===== config.mk =====
export PLATFORM = sky130hd
export DESIGN_NAME = screen_raster_scanner
export DESIGN_NICKNAME = d
export VERILOG_FILES = /design/src/rtl/screen_raster_scanner.sv
export SDC_FILE = /design/constraint.sdc
export NUM_CORES = 1
export LEC_CHECK = 0
export BUFFER_PORTS_ARGS = -buffer_cell sky130_fd_sc_hd__buf_4
export CORE_MARGIN = 2
export CORE_UTILIZATION = 59
export DETAILED_ROUTE_END_ITERATION = 16
export PLACE_DENSITY = 0.85
export SKIP_LAST_GASP = 1
export SYNTH_ARGS = -nofsm -noshare
export SYNTH_HDL_FRONTEND = slang
export SYNTH_SLANG_ARGS = --single-unit
export TNS_END_PERCENT = 30

===== constraint.sdc =====
create_clock -name clk -period 4 [get_ports clk]
set_clock_uncertainty 0.05 [all_clocks]
set_input_delay 0.4 -clock clk [delete_from_list [all_inputs] [get_ports clk]]
set_output_delay 0.4 -clock clk [all_outputs]
set_load 0.1 [all_outputs]

===== src/rtl/screen_raster_scanner.sv =====
// screen_raster_scanner: raster-order image-memory address generator with latency-matched plot coordinates
module screen_raster_scanner #(
    parameter int H_RES        = 160,
    parameter int V_RES        = 120,
    parameter int COORD_W      = 8,
    parameter int ADDR_W       = 15,
    parameter int READ_LATENCY = 1
) (
    input  logic               clk,
    input  logic               reset,
    input  logic               start,
    input  logic               abort,
    input  logic [COORD_W-1:0] first_row,
    input  logic [COORD_W-1:0] last_row,
    input  logic [ADDR_W-1:0]  base_addr,
    input  logic               pixel_ready,
    output logic               busy,
    output logic               done,
    output logic [ADDR_W-1:0]  addr,
    output logic               addr_valid,
    output logic [COORD_W-1:0] draw_x,
    output logic [COORD_W-1:0] draw_y,
    output logic               draw_valid
);
    typedef enum logic [1:0] {IDLE, SCAN, DRAIN, DONE} state_t;
    localparam logic [COORD_W-1:0] X_MAX  = COORD_W'(H_RES - 1);
    localparam logic [COORD_W-1:0] Y_MAX  = COORD_W'(V_RES - 1);
    localparam logic [2:0]         L_LAST = 3'(READ_LATENCY - 1);
    state_t             state_q, state_d;
    logic [COORD_W-1:0] x_q, x_d, y_q, y_d, last_q, last_d, clamp;
    logic [ADDR_W-1:0]  addr_q, addr_d;
    logic [2:0]         cnt_q, cnt_d;
    logic [COORD_W-1:0] dx_q [READ_LATENCY];
    logic [COORD_W-1:0] dx_d [READ_LATENCY];
    logic [COORD_W-1:0] dy_q [READ_LATENCY];
    logic [COORD_W-1:0] dy_d [READ_LATENCY];
    logic               dv_q [READ_LATENCY];
    logic               dv_d [READ_LATENCY];
    logic               kill, step, scan;
    assign kill = abort && state_q != IDLE;
    assign step = pixel_ready && !kill;
    assign scan = state_q == SCAN;
    assign clamp = (last_row > Y_MAX) ? Y_MAX : last_row;
    always_comb begin
        state_d = state_q;
        x_d     = x_q;
        y_d     = y_q;
        last_d  = last_q;
        addr_d  = addr_q;
        cnt_d   = cnt_q;
        dx_d    = dx_q;
        dy_d    = dy_q;
        dv_d    = dv_q;
        if (step) begin
            dx_d[0] = scan ? x_q : '0;
            dy_d[0] = scan ? y_q : '0;
            dv_d[0] = scan;
            for (int i = 1; i < READ_LATENCY; i++) begin
                dx_d[i] = dx_q[i-1];
                dy_d[i] = dy_q[i-1];
                dv_d[i] = dv_q[i-1];
            end
        end
        case (state_q)
            IDLE: if (start) begin
                x_d     = '0;
                y_d     = first_row;
                last_d  = clamp;
                addr_d  = base_addr;
                state_d = (first_row > clamp) ? DONE : SCAN;
            end
            SCAN: if (step) begin
                addr_d = addr_q + 1'b1;
                if (x_q != X_MAX) begin
                    x_d = x_q + 1'b1;
                end else if (y_q != last_q) begin
                    x_d = '0;
                    y_d = y_q + 1'b1;
                end else begin
                    state_d = DRAIN;
                    cnt_d   = '0;
                end
            end
            DRAIN: if (step) begin
                cnt_d   = cnt_q + 1'b1;
                state_d = (cnt_q == L_LAST) ? DONE : DRAIN;
            end
            default: state_d = IDLE;
        endcase
        if (kill) begin
            state_d = IDLE;
            dx_d    = '{default: '0};
            dy_d    = '{default: '0};
            dv_d    = '{default: 1'b0};
        end
    end
    always_ff @(posedge clk) begin
        if (reset) begin
            state_q <= IDLE;
            x_q     <= '0;
            y_q     <= '0;
            last_q  <= '0;
            addr_q  <= '0;
            cnt_q   <= '0;
            dx_q    <= '{default: '0};
            dy_q    <= '{default: '0};
            dv_q    <= '{default: 1'b0};
        end else begin
            state_q <= state_d;
            x_q     <= x_d;
            y_q     <= y_d;
            last_q  <= last_d;
            addr_q  <= addr_d;
            cnt_q   <= cnt_d;
            dx_q    <= dx_d;
            dy_q    <= dy_d;
            dv_q    <= dv_d;
        end
    end
    assign busy       = state_q != IDLE;
    assign done       = state_q == DONE && !abort;
    assign addr       = addr_q;
    assign addr_valid = scan && step;
    assign draw_x     = dx_q[READ_LATENCY-1];
    assign draw_y     = dy_q[READ_LATENCY-1];
    assign draw_valid = dv_q[READ_LATENCY-1] && step;
endmodule

## Word-level counts from Yosys, hierarchy flattened

Cells that the tools add are included.
Widths: inputs -> output; s select.

| storage, ports and cells | value |
|---|---|
| input port bits | 36 |
| register bits | 61 |
| output and inout bits | 35 |
| logic and storage cells | 75 |

| operators by class | value |
|---|---|
| multiplexer cells | 29 |
| reduce and logical (&&, ||, !) cells | 19 |
| equal/unequal tests | 12 |
| order comparisons | 2 |
| add/sub/neg operators | 4 |

Operators by type and width:

| operator | number |
|---|---|
| $mux 8 | 11 |
| $pmux 8 s2 | 2 |
| $mux 15 | 2 |
| $pmux 15 s2 | 1 |
| $add 8x1->8 const B | 2 |
| $add 15x1->15 const B | 1 |
| $reduce_and 5->1 | 3 |
| $mux 2 | 6 |
| $mux 3 | 4 |
| $ne 2x2->1 const B | 5 |
| $gt 8x7->1 const B | 1 |
| $gt 8x8->1 | 1 |
| $ne 8x8->1 | 1 |
| $ne 8x8->1 const B | 1 |
| $pmux 2 s3 | 1 |
| $pmux 3 s2 | 1 |
| $reduce_bool 2->1 | 3 |
| $logic_and 1x1->1 | 5 |
| $eq 2x2->1 const B | 2 |
| $reduce_and 4->1 | 1 |
| $add 3x1->3 const B | 1 |
| $logic_not 3->1 | 1 |
| $ne 3x1->1 const B | 1 |
| $reduce_and 3->1 | 1 |
| other kinds (7) | 8 |

## Longest topological paths before layout

Gate-level depths: netlist of the first run.

| logic depth | value |
|---|---|
| depth in word-level cells | 6 |
| mapped depth | 10 |
| gate-level depth less buffers | 9 |

## Worst setup path before layout of the first run

Ideal clock, no wire load.

| path | value |
|---|---|
| kind | reg2reg |
| start point | reg addr_q[1], in the netlist addr[1] |
| end point | reg addr_q[14], in the netlist addr[14] |
| arrival time | 2,485 ps |
| clock period less this slack | 2,603 ps |
| data required time | 3,881 ps |
| cell stages (with the launch flop) | 8 |
| path slack | 1,397 ps |
| path buffers | 0 |
| path through | dfxtp_1 -> ha_1 -> and3_1 -> nand3_1 -> or4_1 -> a21oi_1 -> a221oi_1 -> nor2_1 |

| between the ends | value |
|---|---|
| word-level cells in the longest chain between the ends | 3 |

Ends and longest elaborated chain:

| item | line | source |
|---|---|---|
| start, declared | 31 | `logic [ADDR_W-1:0] addr_q, addr_d;` |
| start signal, assigned | 113 | `addr_q <= addr_d;` |
| $add 15x1->15 | 73 | `addr_d = addr_q + 1'b1;` |
| $mux 15 | 72 | `SCAN: if (step) begin` |
| $pmux 15 s2 | 64 | `case (state_q)` |

No other way between the ends. The select of a mux whose other input is x is not followed.
A chain may end at the register's enable or synchronous reset.

## Final worst setup path of the first run

| path | value |
|---|---|
| start point | reg state_q[1] |
| end point | reg y_q[7] |

| between the ends | value |
|---|---|
| word-level cells in the longest chain between the ends | 6 |
| elaborated cells between the ends (all ways) | 13 |

Ends and longest elaborated chain:

| item | line | source |
|---|---|---|
| start, declared | 29 | `state_t state_q, state_d;` |
| start signal, assigned | 109 | `state_q <= state_d;` |
| $reduce_bool 2->1 | 40 | `assign kill = abort && state_q != IDLE;` |
| $logic_and 1x1->1 | 40 |  |
| $logic_not 1->1 | 41 | `assign step = pixel_ready && !kill;` |
| $logic_and 1x1->1 | 41 |  |
| $ne 2x2->1 (no line) | -- |  |
| $reduce_and 5->1 (no line) | -- |  |
| end signal, assigned | 111 | `y_q <= y_d;` |
| end, declared | 30 | `logic [COORD_W-1:0] x_q, x_d, y_q, y_d, last_q, last_d, clamp;` |

Parallel ways exist; a longest one is shown, timed or not.

==> impl_metrics.csv, run 1 <==
group,metric,value,unit
critical_path,slowest_delay,0.66,ns
global_routing,grt_use_total,27.5,%
layout,antenna_cells,0,
placement,numPortBuffers,70,
clock_network,numCtsBuffers,9,
synth,synth-seq-cells,61,
critical_path,rr_worst_depth,8,
critical_path,ff2ff_setup_slack,1.01,ns
routing,ant_nets,0,
routing,wl_met1,3730,µm
synth,netlist.area_leader.share,35.5,%
routing,wl,8460,µm
sta,finalHoldViolations,0,
sta,rsz0062_at_grt,"no",
power_and_ir_drop,ir_drop,0.553,mV
routing,wl_per_cell,14.9,µm
routing,initialDrtViolationCount,242,
clock_network,cts_buffer_depth,2,
critical_path,r2r-start,"state_q[1]$_SDFFE_PP0P_",
routing,vias_per_cell,6.02,
synth,ys_top_cells_by_area,"dfxtp_1 36%, a21oi_1 6.7%, ha_1 6.6%",
clock_network,cts_sinks,61,
synth,yosys-top-cells-count,"61 x dfxtp_1, 49 x nand2_1, 46 x a21oi_1, 46 x nor2_1, 31 x nand3_1",
sta,max_freq,335,MHz
synth,yosys_warnings,0,
critical_path,path_max_fanout,16,
power_and_ir_drop,p_leak,0.00168,µW
layout,drive_gt1_share,21.3,%
floorplanning,pin_count,71,
routing,top_layer,"met4",
global_routing,grt_pass1_vias,3064,
synth,synthesis.area,3440,µm²
global_routing,grt_max_degree,39,
run,maxCapViolCount,0,
sta,maxSlewHeadroom,49.0,%
critical_path,r2r_end,"y_q[7]$_SDFFE_PP0P_",
routing,firstDrtPassIters,5,
sta,finalWorstSetupSlack,1.01,ns
synth,yosys.cell_count.top_type,"dfxtp_1",
power_and_ir_drop,power_density,657,nW/µm²
floorplanning,chipHeight,80.3,µm
synth,syn_inst,431,
layout,fillCellCount,446,
clock_network,cts_resized,0,
clock_network,clockRootBuffer,"clkbuf_8",
clock_network,cts_tree,"built",
critical_path,cp-end-kind,"register",
clock_network,clk_pin_slew,0.07,ns
global_routing,overflow,0,
floorplanning,initial_utilization,61.7,%
sta,holdWs,0.292,ns
layout,nets,543,
min_path,hold_path_startpoint,"base_addr[14]",
placement,place_worst_setup_slack,1.09,ns
clock_network,ctsHoldBuffers,0,
clock_network,worstSkewPairLatency,0.34,ns
min_path,hold_path_end,"addr[14]$_SDFFE_PP0P_",
critical_path,worstPathArrival,3.21,ns
power_and_ir_drop,p_total,2740,µW
synth,syn-num-nets,485,
routing,wl_met3,664,µm
floorplanning,dieArea,6450,µm²
sta,drv_slew,0,
synth,ys_types,62,
routing,vias,3405,
sta,period_minus_slack,2.99,ns
routing,wl_met2,3920,µm
placement,place_hpwl,6170,µm
outcome,outcome,"complete, no violations",
critical_path,timing.critical_path.required,4.22,ns
layout,areaGrowthSynthToFinish,21.4,%
synth,ys_seq_area_share,35.5,%
critical_path,critPathLaunchType,"register",
synth,yosys_most_used_dff,"dfxtp_1",
sta,fin_crit_sh,74.7,%
floorplanning,rows,27,
routing,drc,0,
floorplanning,die_x,80.3,µm
synth,syn_avg_cell_area,7.98,µm²
synth,ys_async_sr_fraction,0,%
synth,synth-edff-count,0,
synth,yosys.area.top_type,"dfxtp_1",
min_path,hold_depth,3,
critical_path,cpMaxStageDelayCell,"a211oi_1",
sta,tns,0,ns
min_path,hold_path.class,"input pin to register",
floorplanning,coreArea,5570,µm²
critical_path,crit_chain,"inv_1 > ha_1 > and2_1 > a21oi_2 > a211oi_1 > nand2_1 > or3_1 > a31oi_1",
sta,worstMarginPinSlew,0.765,ns
placement,gp_congestion,0.880,
clock_network,post_cts_buffers,0,
global_routing,antenna_found_initial,0,
clock_network,htreeDepth,3,
sta,setup_violations,0,
global_routing,grt_pass1_wl,14000,µm
critical_path,criticalPathCategory,"register to register",
power breakdown:
group          internal [µW]  total, µW  switching (µW)  leakage [µW]
clock                    366        612             246      0.000112
sequential               718        865             147      0.000497
combinational            346       1260             919       0.00107
total                   1430       2740            1310       0.00168
area by class of cell:
cell class	count	area (µm²)	share of cell area, %
Sequential cell	61	1220	29.2
Clock buffer	10	138	3.30
Inverter	11	41.3	0.989
Clock inverter	6	86.3	2.07
Tap cell	72	90.1	2.16
Timing Repair Buffer	73	548	13.1
Multi-Input combinational cell	333	2050	49.1
kinds of logic (layout without fill, tap and decap cells):
kind of cell	after synthesis	in the layout	synth area share (%)
DFF	61	61	35.5
and+or+nand+nor	178	178	25.8
AOI/OAI and AO/OA	119	119	22.6
muxes	5	5	1.49
buffers and inverters	37	100	4.91
adders and majority gates	18	18	6.55
xor gates and xnor gates	12	12	3.06
other	1	1	0.109
sequential cells by signal, summed over array words and instances (netlist names):
register	flops
cnt_q	3
draw_x	8
last_q	8
dv_q	1
state_q	2
x_q	8
y_q	8
addr	15
draw_y	8
metrics by stage:
step / instances / util (%) / cell area [µm²]
6_report: 566 / 74.9 / 4180
5_1_grt: 566 / 74.9 / 4180
4_1_cts: 566 / 74.9 / 4180
3_5_place_dp: 550 / 70.9 / 3950
3_3_place_gp: 550 / 70.9 / 3950
2_1_floorplan: 431 / - / 3440
layout by cell type, fill, tap and decap left out, types with 3 or more instances in the layout:
cell	count
mux2i_1	4
ha_1	17
dfxtp_1	61
o2bb2ai_1	3
o31ai_1	3
nor3_1	5
a32o_1	4
and4_1	3
or3_1	3
a21oi_1	46
clkbuf_8	10
and3_1	6
xor2_1	11
nor2b_1	3
nand4_1	8
nand3_1	31
inv_1	10
o21ai_0	17
a22oi_1	4
nand2_1	49
a41oi_1	3
nand2b_1	5
nor2_1	46
a211oi_1	15
o22ai_1	3
buf_4	73
critical path, delay by kind of cell, from the launching register on:
family / cells / cell delay (ns)
simple gates: 3 / 1.00
buf+inv: 1 / 0.11
compound gates: 3 / 1.15
flops: 1 / 0.34
fa+ha+maj: 1 / 0.28
worst max path at each step:
stage | startpoint | endpoint | slack (ns) | cells past startpoint
after detailed placement | state_q[1]$_SDFFE_PP0P_ | y_q[7]$_SDFFE_PP0P_ | 1.09 | 8
after floorplan | addr[1]$_SDFFE_PP0P_ | addr[14]$_SDFFE_PP0P_ | 1.40 | 7
final | state_q[1]$_SDFFE_PP0P_ | y_q[7]$_SDFFE_PP0P_ | 1.01 | 8
after CTS | state_q[1]$_SDFFE_PP0P_ | y_q[7]$_SDFFE_PP0P_ | 1.04 | 8
after global placement | state_q[0]$_SDFFE_PP0P_ | y_q[7]$_SDFFE_PP0P_ | 1.15 | 8
after global routing | state_q[1]$_SDFFE_PP0P_ | y_q[7]$_SDFFE_PP0P_ | 0.86 | 8
routing by layer:
metal	global-route usage (%)	vias to the layer above
met5	0	-
met4	10.7	0
met3	4.27	13
met2	45.0	146
met1	36.3	1569
li1	-	1677
(Power assumes the default switching activity.)
==> run 2, diff against run 1 <==
- CORE_UTILIZATION: 59 -> 55
- PLACE_DENSITY: 0.85 -> 0.8
- clock period: 4 -> 3 ns (I/O delays scaled with it)
==> impl_metrics.csv, run 2 (synthesis results as in run 1) <==
group,metric,value,unit
clock_network,cts_sinks,61,
critical_path,criticalPathCategory,"register to output pin",
power_and_ir_drop,pwr-share-seq,29.8,%
clock_network,numCtsBuffers,9,
floorplanning,pin_count,71,
critical_path,slowest_delay,0.42,ns
clock_network,cts_resized,0,
sta,setup_violations,0,
sta,finalHoldViolations,0,
sta,period_minus_slack,2.65,ns
routing,wl_per_cell,15.4,µm
global_routing,grt_pass1_wl,15000,µm
critical_path,worstPathArrival,2.30,ns
placement,place_hpwl,6290,µm
floorplanning,initial_utilization,57.4,%
clock_network,clk_pin_slew,0.08,ns
sta,worstMarginPinSlew,0.551,ns
layout,largest_reg_flops,15,
sta,holdWs,0.163,ns
placement,numPortBuffers,70,
floorplanning,dieArea,6900,µm²
floorplanning,rows,28,
critical_path,critPathLaunchType,"register",
power_and_ir_drop,p_int,2080,µW
layout,finalCoreUtilization,71.2,%
layout,areaGrowthSynthToFinish,24.0,%
sta,max_freq,377,MHz
layout,drive_gt1_share,22.0,%
sta,drv_slew,0,
sta,fin_crit_sh,88.4,%
layout,mostFrequentLayoutCell,"buf_4",
clock_network,cts_tree,"built",
clock_network,ctsHoldBuffers,0,
power_and_ir_drop,pwr-share-clk,25.6,%
power_and_ir_drop,p_leak,0.00173,µW
critical_path,cpMaxStageDelayCell,"dfxtp_1",
power_and_ir_drop,p_total,3860,µW
global_routing,grt_pass1_vias,3227,
routing,vias_per_cell,5.98,
run,maxCapViolCount,0,
global_routing,grt_use_total,25.8,%
min_path,hold_path.class,"input pin to register",
clock_network,post_cts_buffers,0,
power_and_ir_drop,power_density,907,nW/µm²
placement,gp_congestion,0.891,
power_and_ir_drop,combPwrFrac,44.6,%
routing,vias,3435,
critical_path,crit_chain,"inv_1 > ha_1 > or2b_2 > and2_1 > nand2_1 > inv_1 > buf_4",
sta,rsz0062_at_grt,"no",
routing,initialDrtViolationCount,204,
clock_network,htreeDepth,3,
routing,firstDrtPassIters,5,
critical_path,path_max_fanout,17,
clock_network,clockRootBuffer,"clkbuf_8",
routing,drc,0,
global_routing,overflow,0,
critical_path,cp-end-kind,"output pin",
floorplanning,die_x,83.1,µm
global_routing,antenna_found_initial,0,
power_and_ir_drop,switchingPower,1790,µW
clock_network,worstSkewPairLatency,0.35,ns
layout,final_cell_mix,"78 x buf_4, 61 x dfxtp_1, 49 x nand2_1",
routing,ant_nets,0,
outcome,outcome,"complete, no violations",
power_and_ir_drop,swShare,46.3,%
critical_path,cpMostUsedCell,"inv_1",
global_routing,grt_max_degree,39,
critical_path,timing.critical_path.required,2.65,ns
clock_network,cts_buffer_depth,2,
routing,wl,8830,µm
layout,antenna_cells,0,
layout,nets,548,
floorplanning,chipHeight,83.1,µm
sta,tns,0,ns
sta,maxSlewHeadroom,63.3,%
floorplanning,coreArea,5990,µm²
power_and_ir_drop,ir_drop,0.811,mV
-- run 2: metal layers --
layer  part of all wire (%)  global-route usage [%]  wire length (µm)
met5                      0                       0                 0
met3                    6.4                    4.77               563
met4                    1.6                    8.79               141
met1                     45                    34.3              4010
met2                     47                    42.2              4110
-- run 2: power by group through the flow --
stage / logic [µW] / registers, µW / clock network (µW)
after CTS: 1720 / 1140 / 997
after global routing: 1830 / 1170 / 1030
after detailed placement: 1700 / 1160 / 0
after global placement: 1680 / 1160 / 0
after floorplan: 819 / 1660 / 0
final: 1720 / 1150 / 990
-- run 2: metrics by stage --
stage          instance area, µm²  worst slack, ns  instances
2_1_floorplan                3440            0.397        431
3_3_place_gp                 3990            0.785        558
3_5_place_dp                 3990            0.702        558
4_1_cts                      4260            0.360        574
5_1_grt                      4260            0.186        574
6_report                     4260            0.347        574
-- run 2: path summary, 6_finish.rpt --
kind | from | end | cells after the start | slack (ns)
worst max register to register | state_q[0]$_SDFFE_PP0P_ | addr[4]$_SDFFE_PP0P_ | 8 | 0.63
worst max-delay path | state_q[0]$_SDFFE_PP0P_ | addr_valid | 7 | 0.35
worst min-delay path | base_addr[14] | addr[14]$_SDFFE_PP0P_ | 3 | 0.16
worst min register to register | draw_y[7]$_SDFFE_PP0P_ | draw_y[7]$_SDFFE_PP0P_ | 2 | 0.40
-- run 2: critical path: cells and delay by family (launching register included) --
kind / cells / cell delay [ns]
AND/OR/NAND/NOR: 3 / 0.88
flip-flops: 1 / 0.42
buffers and inverters: 3 / 0.36
adder cells (fa/ha/maj): 1 / 0.29
-- run 2: area by class of cell --
| class | instances | area [µm²] |
|---|---|---|
| multi-input cells | 333 | 2050 |
| fillers | 460 | 1730 |
| flip-flops and latches | 61 | 1220 |
| repair buffers | 78 | 586 |
| clock inverters | 7 | 146 |
| clock buffers | 9 | 124 |
| well taps | 75 | 93.8 |
| inverters | 11 | 41.3 |
